File: src/rtl/mem_bus_arbiter_if.sv
// mem_bus_arbiter_if: requester, bus and stall signals of the memory bus arbiter
interface mem_bus_arbiter_if;
  logic        if_req;
  logic [31:0] if_addr;
  logic [31:0] if_rdata;
  logic        if_ack;
  logic        mem_req;
  logic        mem_we;
  logic [3:0]  mem_sel;
  logic [31:0] mem_addr;
  logic [31:0] mem_wdata;
  logic [31:0] mem_rdata;
  logic        mem_ack;
  logic        bus_req;
  logic        bus_we;
  logic [3:0]  bus_sel;
  logic [31:0] bus_addr;
  logic [31:0] bus_wdata;
  logic [31:0] bus_rdata;
  logic        bus_ack;
  logic        bus_err;
  logic        stall_if;
  logic        stall_mem;
  modport master (
    input  if_req, if_addr, mem_req, mem_we, mem_sel, mem_addr, mem_wdata, bus_rdata, bus_ack,
    output if_rdata, if_ack, mem_rdata, mem_ack, bus_req, bus_we, bus_sel, bus_addr, bus_wdata,
           bus_err, stall_if, stall_mem
  );
  modport slave (
    output if_req, if_addr, mem_req, mem_we, mem_sel, mem_addr, mem_wdata, bus_rdata, bus_ack,
    input  if_rdata, if_ack, mem_rdata, mem_ack, bus_req, bus_we, bus_sel, bus_addr, bus_wdata,
           bus_err, stall_if, stall_mem
  );
endinterface

File: src/rtl/mem_bus_arbiter.sv
// mem_bus_arbiter: MEM-priority arbiter for IF/MEM with fairness, wait states and bus watchdog
module mem_bus_arbiter #(
  parameter int unsigned MAX_MEM_RUN = 4,
  parameter int unsigned TIMEOUT     = 16
) (
  input logic             clk,
  input logic             rst,
  mem_bus_arbiter_if.master m
);
  localparam int unsigned RW = $clog2(MAX_MEM_RUN + 1);
  localparam int unsigned TW = $clog2(TIMEOUT);
  localparam logic [RW-1:0] RUN_MAX = RW'(MAX_MEM_RUN);
  localparam logic [TW-1:0] TO_LAST = TW'(TIMEOUT - 1);
  typedef enum logic [1:0] {IDLE, BUSY_IF, BUSY_MEM, DONE} state_t;
  state_t state, nxt;
  logic [RW-1:0] run_cnt;
  logic [TW-1:0] to_cnt;
  logic err, gnt_mem, grant_mem, busy, fin;
  always_comb begin
    grant_mem = m.mem_req && !(m.if_req && run_cnt == RUN_MAX);
    busy = state == BUSY_IF || state == BUSY_MEM;
    fin = busy && (m.bus_ack || to_cnt == TO_LAST);
    nxt = state;
    case (state)
      IDLE:              nxt = grant_mem ? BUSY_MEM : m.if_req ? BUSY_IF : IDLE;
      BUSY_IF, BUSY_MEM: nxt = fin ? DONE : state;
      default:           nxt = IDLE;
    endcase
  end
  always_ff @(posedge clk) state <= rst ? IDLE : nxt;
  // DONE gives the requester one cycle to see ack and drop req before re-arbitration
  assign m.if_ack    = state == DONE && !gnt_mem;
  assign m.mem_ack   = state == DONE && gnt_mem;
  assign m.bus_err   = state == DONE && err;
  assign m.stall_if  = !rst && m.if_req && !(state == DONE && !gnt_mem);
  assign m.stall_mem = !rst && m.mem_req && !(state == DONE && gnt_mem);
  always_ff @(posedge clk) begin
    if (rst) begin
      run_cnt     <= '0;
      to_cnt      <= '0;
      err         <= 1'b0;
      gnt_mem     <= 1'b0;
      m.bus_req   <= 1'b0;
      m.bus_we    <= 1'b0;
      m.bus_sel   <= '0;
      m.bus_addr  <= '0;
      m.bus_wdata <= '0;
      m.if_rdata  <= '0;
      m.mem_rdata <= '0;
    end else if (state == IDLE) begin
      to_cnt <= '0;
      if (grant_mem || m.if_req) begin
        gnt_mem     <= grant_mem;
        m.bus_req   <= 1'b1;
        m.bus_we    <= grant_mem && m.mem_we;
        m.bus_sel   <= grant_mem ? m.mem_sel : 4'hF;
        m.bus_addr  <= grant_mem ? m.mem_addr : m.if_addr;
        m.bus_wdata <= grant_mem ? m.mem_wdata : '0;
        run_cnt     <= (grant_mem && m.if_req) ? (run_cnt == RUN_MAX ? run_cnt : run_cnt + 1'b1) : '0;
      end
    end else if (busy) begin
      if (fin) begin
        m.bus_req <= 1'b0;
        err       <= !m.bus_ack;
        if (gnt_mem) m.mem_rdata <= m.bus_ack ? m.bus_rdata : '0;
        else m.if_rdata <= m.bus_ack ? m.bus_rdata : '0;
      end else begin
        to_cnt <= to_cnt + 1'b1;
      end
    end else begin
      err <= 1'b0;
    end
  end
endmodule

File: src/flat_wrapper.sv
// flat-port wrapper written by rule: the top's interface ports become plain ports
module mem_bus_arbiter_flat 
#(
  parameter int unsigned MAX_MEM_RUN = 4,
  parameter int unsigned TIMEOUT     = 16
)
  (clk, rst, m_if_req, m_if_addr, m_mem_req, m_mem_we, m_mem_sel, m_mem_addr, m_mem_wdata, m_bus_rdata, m_bus_ack, m_if_rdata, m_if_ack, m_mem_rdata, m_mem_ack, m_bus_req, m_bus_we, m_bus_sel, m_bus_addr, m_bus_wdata, m_bus_err, m_stall_if, m_stall_mem);
  mem_bus_arbiter_if m_i ();
  input logic clk;
  input logic rst;
  input wire logic [$bits(m_i.if_req)-1:0] m_if_req;
  input wire logic [$bits(m_i.if_addr)-1:0] m_if_addr;
  input wire logic [$bits(m_i.mem_req)-1:0] m_mem_req;
  input wire logic [$bits(m_i.mem_we)-1:0] m_mem_we;
  input wire logic [$bits(m_i.mem_sel)-1:0] m_mem_sel;
  input wire logic [$bits(m_i.mem_addr)-1:0] m_mem_addr;
  input wire logic [$bits(m_i.mem_wdata)-1:0] m_mem_wdata;
  input wire logic [$bits(m_i.bus_rdata)-1:0] m_bus_rdata;
  input wire logic [$bits(m_i.bus_ack)-1:0] m_bus_ack;
  output wire logic [$bits(m_i.if_rdata)-1:0] m_if_rdata;
  output wire logic [$bits(m_i.if_ack)-1:0] m_if_ack;
  output wire logic [$bits(m_i.mem_rdata)-1:0] m_mem_rdata;
  output wire logic [$bits(m_i.mem_ack)-1:0] m_mem_ack;
  output wire logic [$bits(m_i.bus_req)-1:0] m_bus_req;
  output wire logic [$bits(m_i.bus_we)-1:0] m_bus_we;
  output wire logic [$bits(m_i.bus_sel)-1:0] m_bus_sel;
  output wire logic [$bits(m_i.bus_addr)-1:0] m_bus_addr;
  output wire logic [$bits(m_i.bus_wdata)-1:0] m_bus_wdata;
  output wire logic [$bits(m_i.bus_err)-1:0] m_bus_err;
  output wire logic [$bits(m_i.stall_if)-1:0] m_stall_if;
  output wire logic [$bits(m_i.stall_mem)-1:0] m_stall_mem;
  assign m_i.if_req = m_if_req;
  assign m_i.if_addr = m_if_addr;
  assign m_i.mem_req = m_mem_req;
  assign m_i.mem_we = m_mem_we;
  assign m_i.mem_sel = m_mem_sel;
  assign m_i.mem_addr = m_mem_addr;
  assign m_i.mem_wdata = m_mem_wdata;
  assign m_i.bus_rdata = m_bus_rdata;
  assign m_i.bus_ack = m_bus_ack;
  assign m_if_rdata = m_i.if_rdata;
  assign m_if_ack = m_i.if_ack;
  assign m_mem_rdata = m_i.mem_rdata;
  assign m_mem_ack = m_i.mem_ack;
  assign m_bus_req = m_i.bus_req;
  assign m_bus_we = m_i.bus_we;
  assign m_bus_sel = m_i.bus_sel;
  assign m_bus_addr = m_i.bus_addr;
  assign m_bus_wdata = m_i.bus_wdata;
  assign m_bus_err = m_i.bus_err;
  assign m_stall_if = m_i.stall_if;
  assign m_stall_mem = m_i.stall_mem;
  mem_bus_arbiter #(.MAX_MEM_RUN(MAX_MEM_RUN), .TIMEOUT(TIMEOUT)) u_core (.clk(clk), .rst(rst), .m(m_i));
endmodule
File: config.mk
export PLATFORM = sky130hd
export DESIGN_NAME = mem_bus_arbiter_flat
export DESIGN_NICKNAME = d
export VERILOG_FILES = /design/src/rtl/mem_bus_arbiter_if.sv /design/src/rtl/mem_bus_arbiter.sv /design/src/flat_wrapper.sv
export SDC_FILE = /design/constraint.sdc
export NUM_CORES = 1
export LEC_CHECK = 0
export CAP_MARGIN = 20
export CORE_ASPECT_RATIO = 0.75
export CORE_MARGIN = 3
export CORE_UTILIZATION = 44
export CTS_CLUSTER_SIZE = 8
export DETAILED_ROUTE_END_ITERATION = 8
export GPL_TIMING_DRIVEN = 0
export PLACE_DENSITY_LB_ADDON = 0.1
export SLEW_MARGIN = 20
export SYNTH_ARGS = -nofsm -noshare
export SYNTH_HDL_FRONTEND = slang
export SYNTH_SLANG_ARGS = --single-unit
File: constraint.sdc
create_clock -name clk -period 4.56 [get_ports clk]
set_input_delay 0.912 -clock clk [delete_from_list [all_inputs] [get_ports clk]]
set_output_delay 0.912 -clock clk [all_outputs]
set_load 0.03 [all_outputs]
# After elaboration in Yosys (flattened, before gate mapping)

Cells that the tools add are included.
Widths: inputs -> output; s select.

Memory bits (read-only): 0
Word-level logic and storage cells: 75
Input bits: 138
Bits in registers: 145
Output and inout port bits: 139
Memories: 0
Memory bits (writable): 0
Latch bits: 0

Muxes and demuxes: 16
Reductions and logical operators: 33
Bitwise gates (word level): 3
Multipliers: 0
Shifts and indexed selects: 0
$add $sub $neg: 2
Divide/modulo/power cells: 0
Magnitude comparators: 0
Eq/ne operators: 9

Operator list:

| kind                | number |
|---|---|
| $mux 32             | 3 |
| $logic_and 1x1->1   | 12 |
| $reduce_and 4->1    | 2 |
| $mux 1              | 7 |
| $logic_not 1->1     | 6 |
| $mux 3              | 2 |
| $ne 2x2->1 const B  | 3 |
| $reduce_and 2->1    | 3 |
| $reduce_and 3->1    | 2 |
| $add 4x1->4 const B | 1 |
| $eq 2x2->1 const B  | 2 |
| $eq 4x4->1 const B  | 1 |
| $mux 2              | 2 |
| $mux 4              | 1 |
| $pmux 2 s2          | 1 |
| $reduce_bool 2->1   | 2 |
| $reduce_or 2->1     | 2 |
| $add 3x1->3 const B | 1 |
| $eq 3x3->1 const B  | 1 |
| $logic_or 1x1->1    | 3 |
| $not 1->1           | 3 |
| $eq 2x1->1 const B  | 1 |
| $logic_not 2->1     | 1 |
| $ne 2x1->1 const B  | 1 |

# Depth between registers and ports, before layout

Depth in word-level cells: 7
Depth in mapped cells: 7
Gate-level depth less buffers: 5

# Least setup slack after synthesis

No wires, ideal clock.

Kind: input-to-output
From: input port rst
To: output port m_stall_if
Stages: 3
Path buffers: 2
Setup slack: 1.625 ns
Data required time: 3.648 ns
Data arrival time: 2.023 ns
Path through: buf_2 > buf_1 > nor3b_1

Cells in the longest elaborated chain, start to end: 3

Ends and longest elaborated chain:

| element                        | RTL line              | RTL |
|---|---|---|
| from (decl)                    | flat_wrapper.sv:10    | `input logic rst;` |
| $logic_not 1->1                | mem_bus_arbiter.sv:35 | `assign m.stall_if = !rst && m.if_req && !(state == DONE && !gnt_mem);` |
| $logic_and 1x1->1 (2 in a row) | mem_bus_arbiter.sv:35 |  |
| to (decl)                      | flat_wrapper.sv:30    | `output wire logic [$bits(m_i.stall_if)-1:0] m_stall_if;` |

No other way between the ends.

# Worst setup path in the final report

From: input port m_mem_req
To: output port m_stall_mem

Cells in the longest elaborated chain, start to end: 2

Ends and longest elaborated chain:

| element                        | RTL line              | RTL |
|---|---|---|
| from (decl)                    | flat_wrapper.sv:13    | `input wire logic [$bits(m_i.mem_req)-1:0] m_mem_req;` |
| $logic_and 1x1->1 (2 in a row) | mem_bus_arbiter.sv:36 | `assign m.stall_mem = !rst && m.mem_req && !(state == DONE && gnt_mem);` |
| to (decl)                      | flat_wrapper.sv:31    | `output wire logic [$bits(m_i.stall_mem)-1:0] m_stall_mem;` |

No other way between the ends.

==> run metrics <==
Post-synth ARST share 0; Syn Inst Count 641; RSZ-0062 raised after global routing false; Post-CTS Repair Setup Buffers 0; Yosys reg bits 145; Core ar. 0.0127 mm^2; H-tree depth 4; Antenna Violating Nets Remaining 0; wire per inst 18.8 um; leak pwr 3.82 nW; DR DRC count 0; clock buffer count from CTS 17; GRT overflow 0; max cap viols 0; Seq/Total Area, Yosys 0.493; post-placement cell count 1080; relative slew slack 0.609; DIE AREA 0.0148 mm^2; final worst path period share 0.803; boundary pin count 277; first-pass GRT wire length 32600 um; Fmax 273 MHz; dpl ws 889 ps; Layout Cells excl Fill 1110; via count 6216; Starting Density 0.465; CTS tree built; YS warnings 0; Mean Syn Cell Area 9.19 um^2; Synth Flop Type dfxtp_1; post-DP HPWL 15700 um; Peak VDD IR 0.326 mV; pwr dens 493 mW/mm^2; critical path type in -> out; die width 140 um; cell row count 35; syn nets 785; startpoint types primary input; outcome finished, final reports clean; Post-synth EDFFs 0; hold_buf cts 0; max-slew violation count 0; vias in the first global route 6069; Final Critical Period 3660 ps; # fillers 919; final setup fails 0; Placer Congestion 0.850; Sum Neg Setup Slack 0 ps; first-pass detailed-route iteration total 4; PostCTS Resize Cnt 0; final wirelength 20900 um; Final #Nets 1077; number of DRC markers after the initial detailed-route iteration 451; Worst Hold Slack 459 ps; clock buffer depth 2; post-route cell area 0.00944 mm^2; Cell variety after synth 40; FF+latch area 0.00290 mm^2; initial antenna violation count 0; clock sinks 145; CP endpoint kind output pin; Worst-Skew Late Latency 410 ps; placed instance area 0.00883 mm^2; fin worst setup slack 898 ps; layout cells sized above 1 0.0731; vias per inst 5.60; clk slew on worst S/H paths 60 ps; Area Overhead vs Synth 60.3%; n_diodes 0; Port Buf Inserts 273; critical path peak fanout 10; Die H 106 um; worst min-delay path category reg -> reg; Worst EP required 3650 ps; Multi-input gate area 0.00264 mm^2; final hold violation count 0; worst slew pin tran 586 ps; WP data arrival 2750 ps; Cell Area, Synth 0.00589 mm^2; Final Skew 9.51 ps; Clock Tree Root clkbuf_16; largest net degree at the start of global routing 17; Tot GR Track Use 0.273
## critical path: stages
cell and delay [ps]:
clkdlybuf4s50_1 510, inv_1 110, clkbuf_1 240, nor3_1 230, clkdlybuf4s50_1 740
## per-stage QoR
step | total power, mW | util
2_1_floorplan | 2.54 | -
3_5_place_dp | 3.22 | 0.698
6_report | 4.65 | 0.746
4_1_cts | 4.66 | 0.746
3_3_place_gp | 3.17 | 0.698
5_1_grt | 4.85 | 0.746
## cells in the mapped netlist, drive strengths merged, types with 2 or more instances
cell type    n  share of area
a21oi        8         0.0068
a31oi       33          0.035
a32oi       33          0.049
and2         3         0.0032
and3         3         0.0032
buf         32          0.033
clkbuf      32          0.020
dfxtp      145           0.49
ha           6          0.013
inv          8         0.0051
mux2i       64           0.11
nand2       72          0.046
nand3       71          0.061
nand4        2         0.0047
nor2        37          0.024
nor2b        2         0.0021
nor3b        2         0.0025
o21ai       68          0.060
o221a        4         0.0076
o311ai       2         0.0030
o32ai        2         0.0030
o41ai        2         0.0030
## power breakdown
| group | switching (mW) | internal, mW |
|---|---|---|
| sequential | 0.106 | 1.46 |
| clock | 0.524 | 0.924 |
| combinational | 0.977 | 0.669 |
## metal layers
layer / vias to the layer above / GRT usage / wire length (um)
li1: 2903 / - / -
met4: 0 / 0.0982 / 610
met5: - / 0 / 0
met2: 308 / 0.442 / 9660
met3: 41 / 0.0719 / 1760
met1: 2964 / 0.353 / 8840
## layout by cell type, fill, tap and decap left out, types with 2 or more instances in the layout
cell,instances
o21ai_1,5
buf_4,7
inv_1,7
mux2i_1,64
clkinv_2,3
buf_6,3
o221a_2,4
nor2b_1,2
ha_1,6
nor2_1,37
a31oi_1,33
dfxtp_1,145
o311ai_0,2
and3_1,3
clkbuf_1,34
nor3b_1,2
nand3_1,70
and2_1,3
clkbuf_16,17
o41ai_1,2
a32oi_1,33
clkinv_4,3
nand2_1,72
buf_2,21
bufinv_16,4
o21ai_0,62
a21oi_1,8
clkdlybuf4s50_1,273
o32ai_1,2
## layout make-up
cell class | count | area share
plain buffers | 64 | 0.0334
repair buffers | 273 | 0.290
inverters | 8 | 0.00318
multi-input cells | 424 | 0.280
clock buffers | 20 | 0.0473
clock inverters | 10 | 0.0171
flip-flops and latches | 145 | 0.308
well taps | 166 | 0.0220
## final timing paths
kind | start | to | slack (ps) | cells after the start
max reg2reg | u_core.state[0] | u_core.to_cnt[3] | 2750 | 7
min | u_core.m.bus_wdata[31] | u_core.m.bus_wdata[31] | 460 | 2
max | m_mem_req | m_stall_mem | 900 | 5
min reg2reg | u_core.m.bus_wdata[31] | u_core.m.bus_wdata[31] | 460 | 2
## state kept, by name (all words and copies together), names as in the netlist
signal	flops
u_core.state	2
u_core.m.mem_rdata	32
u_core.m.if_rdata	32
u_core.run_cnt	3
u_core.m.bus_sel	4
u_core.gnt_mem	1
u_core.err	1
u_core.to_cnt	4
u_core.m.bus_addr	32
u_core.m.bus_wdata	32
u_core.m.bus_we	1
u_core.m.bus_req	1
## kinds of logic after synthesis
logic type	synth area share
flip-flops	0.493
AO/OA/AOI/OAI	0.176
adder cells (fa/ha/maj)	0.0127
AND/OR/NAND/NOR	0.151
buffers and inverters	0.0586
multiplexers	0.109
(Power assumes the default switching activity.)
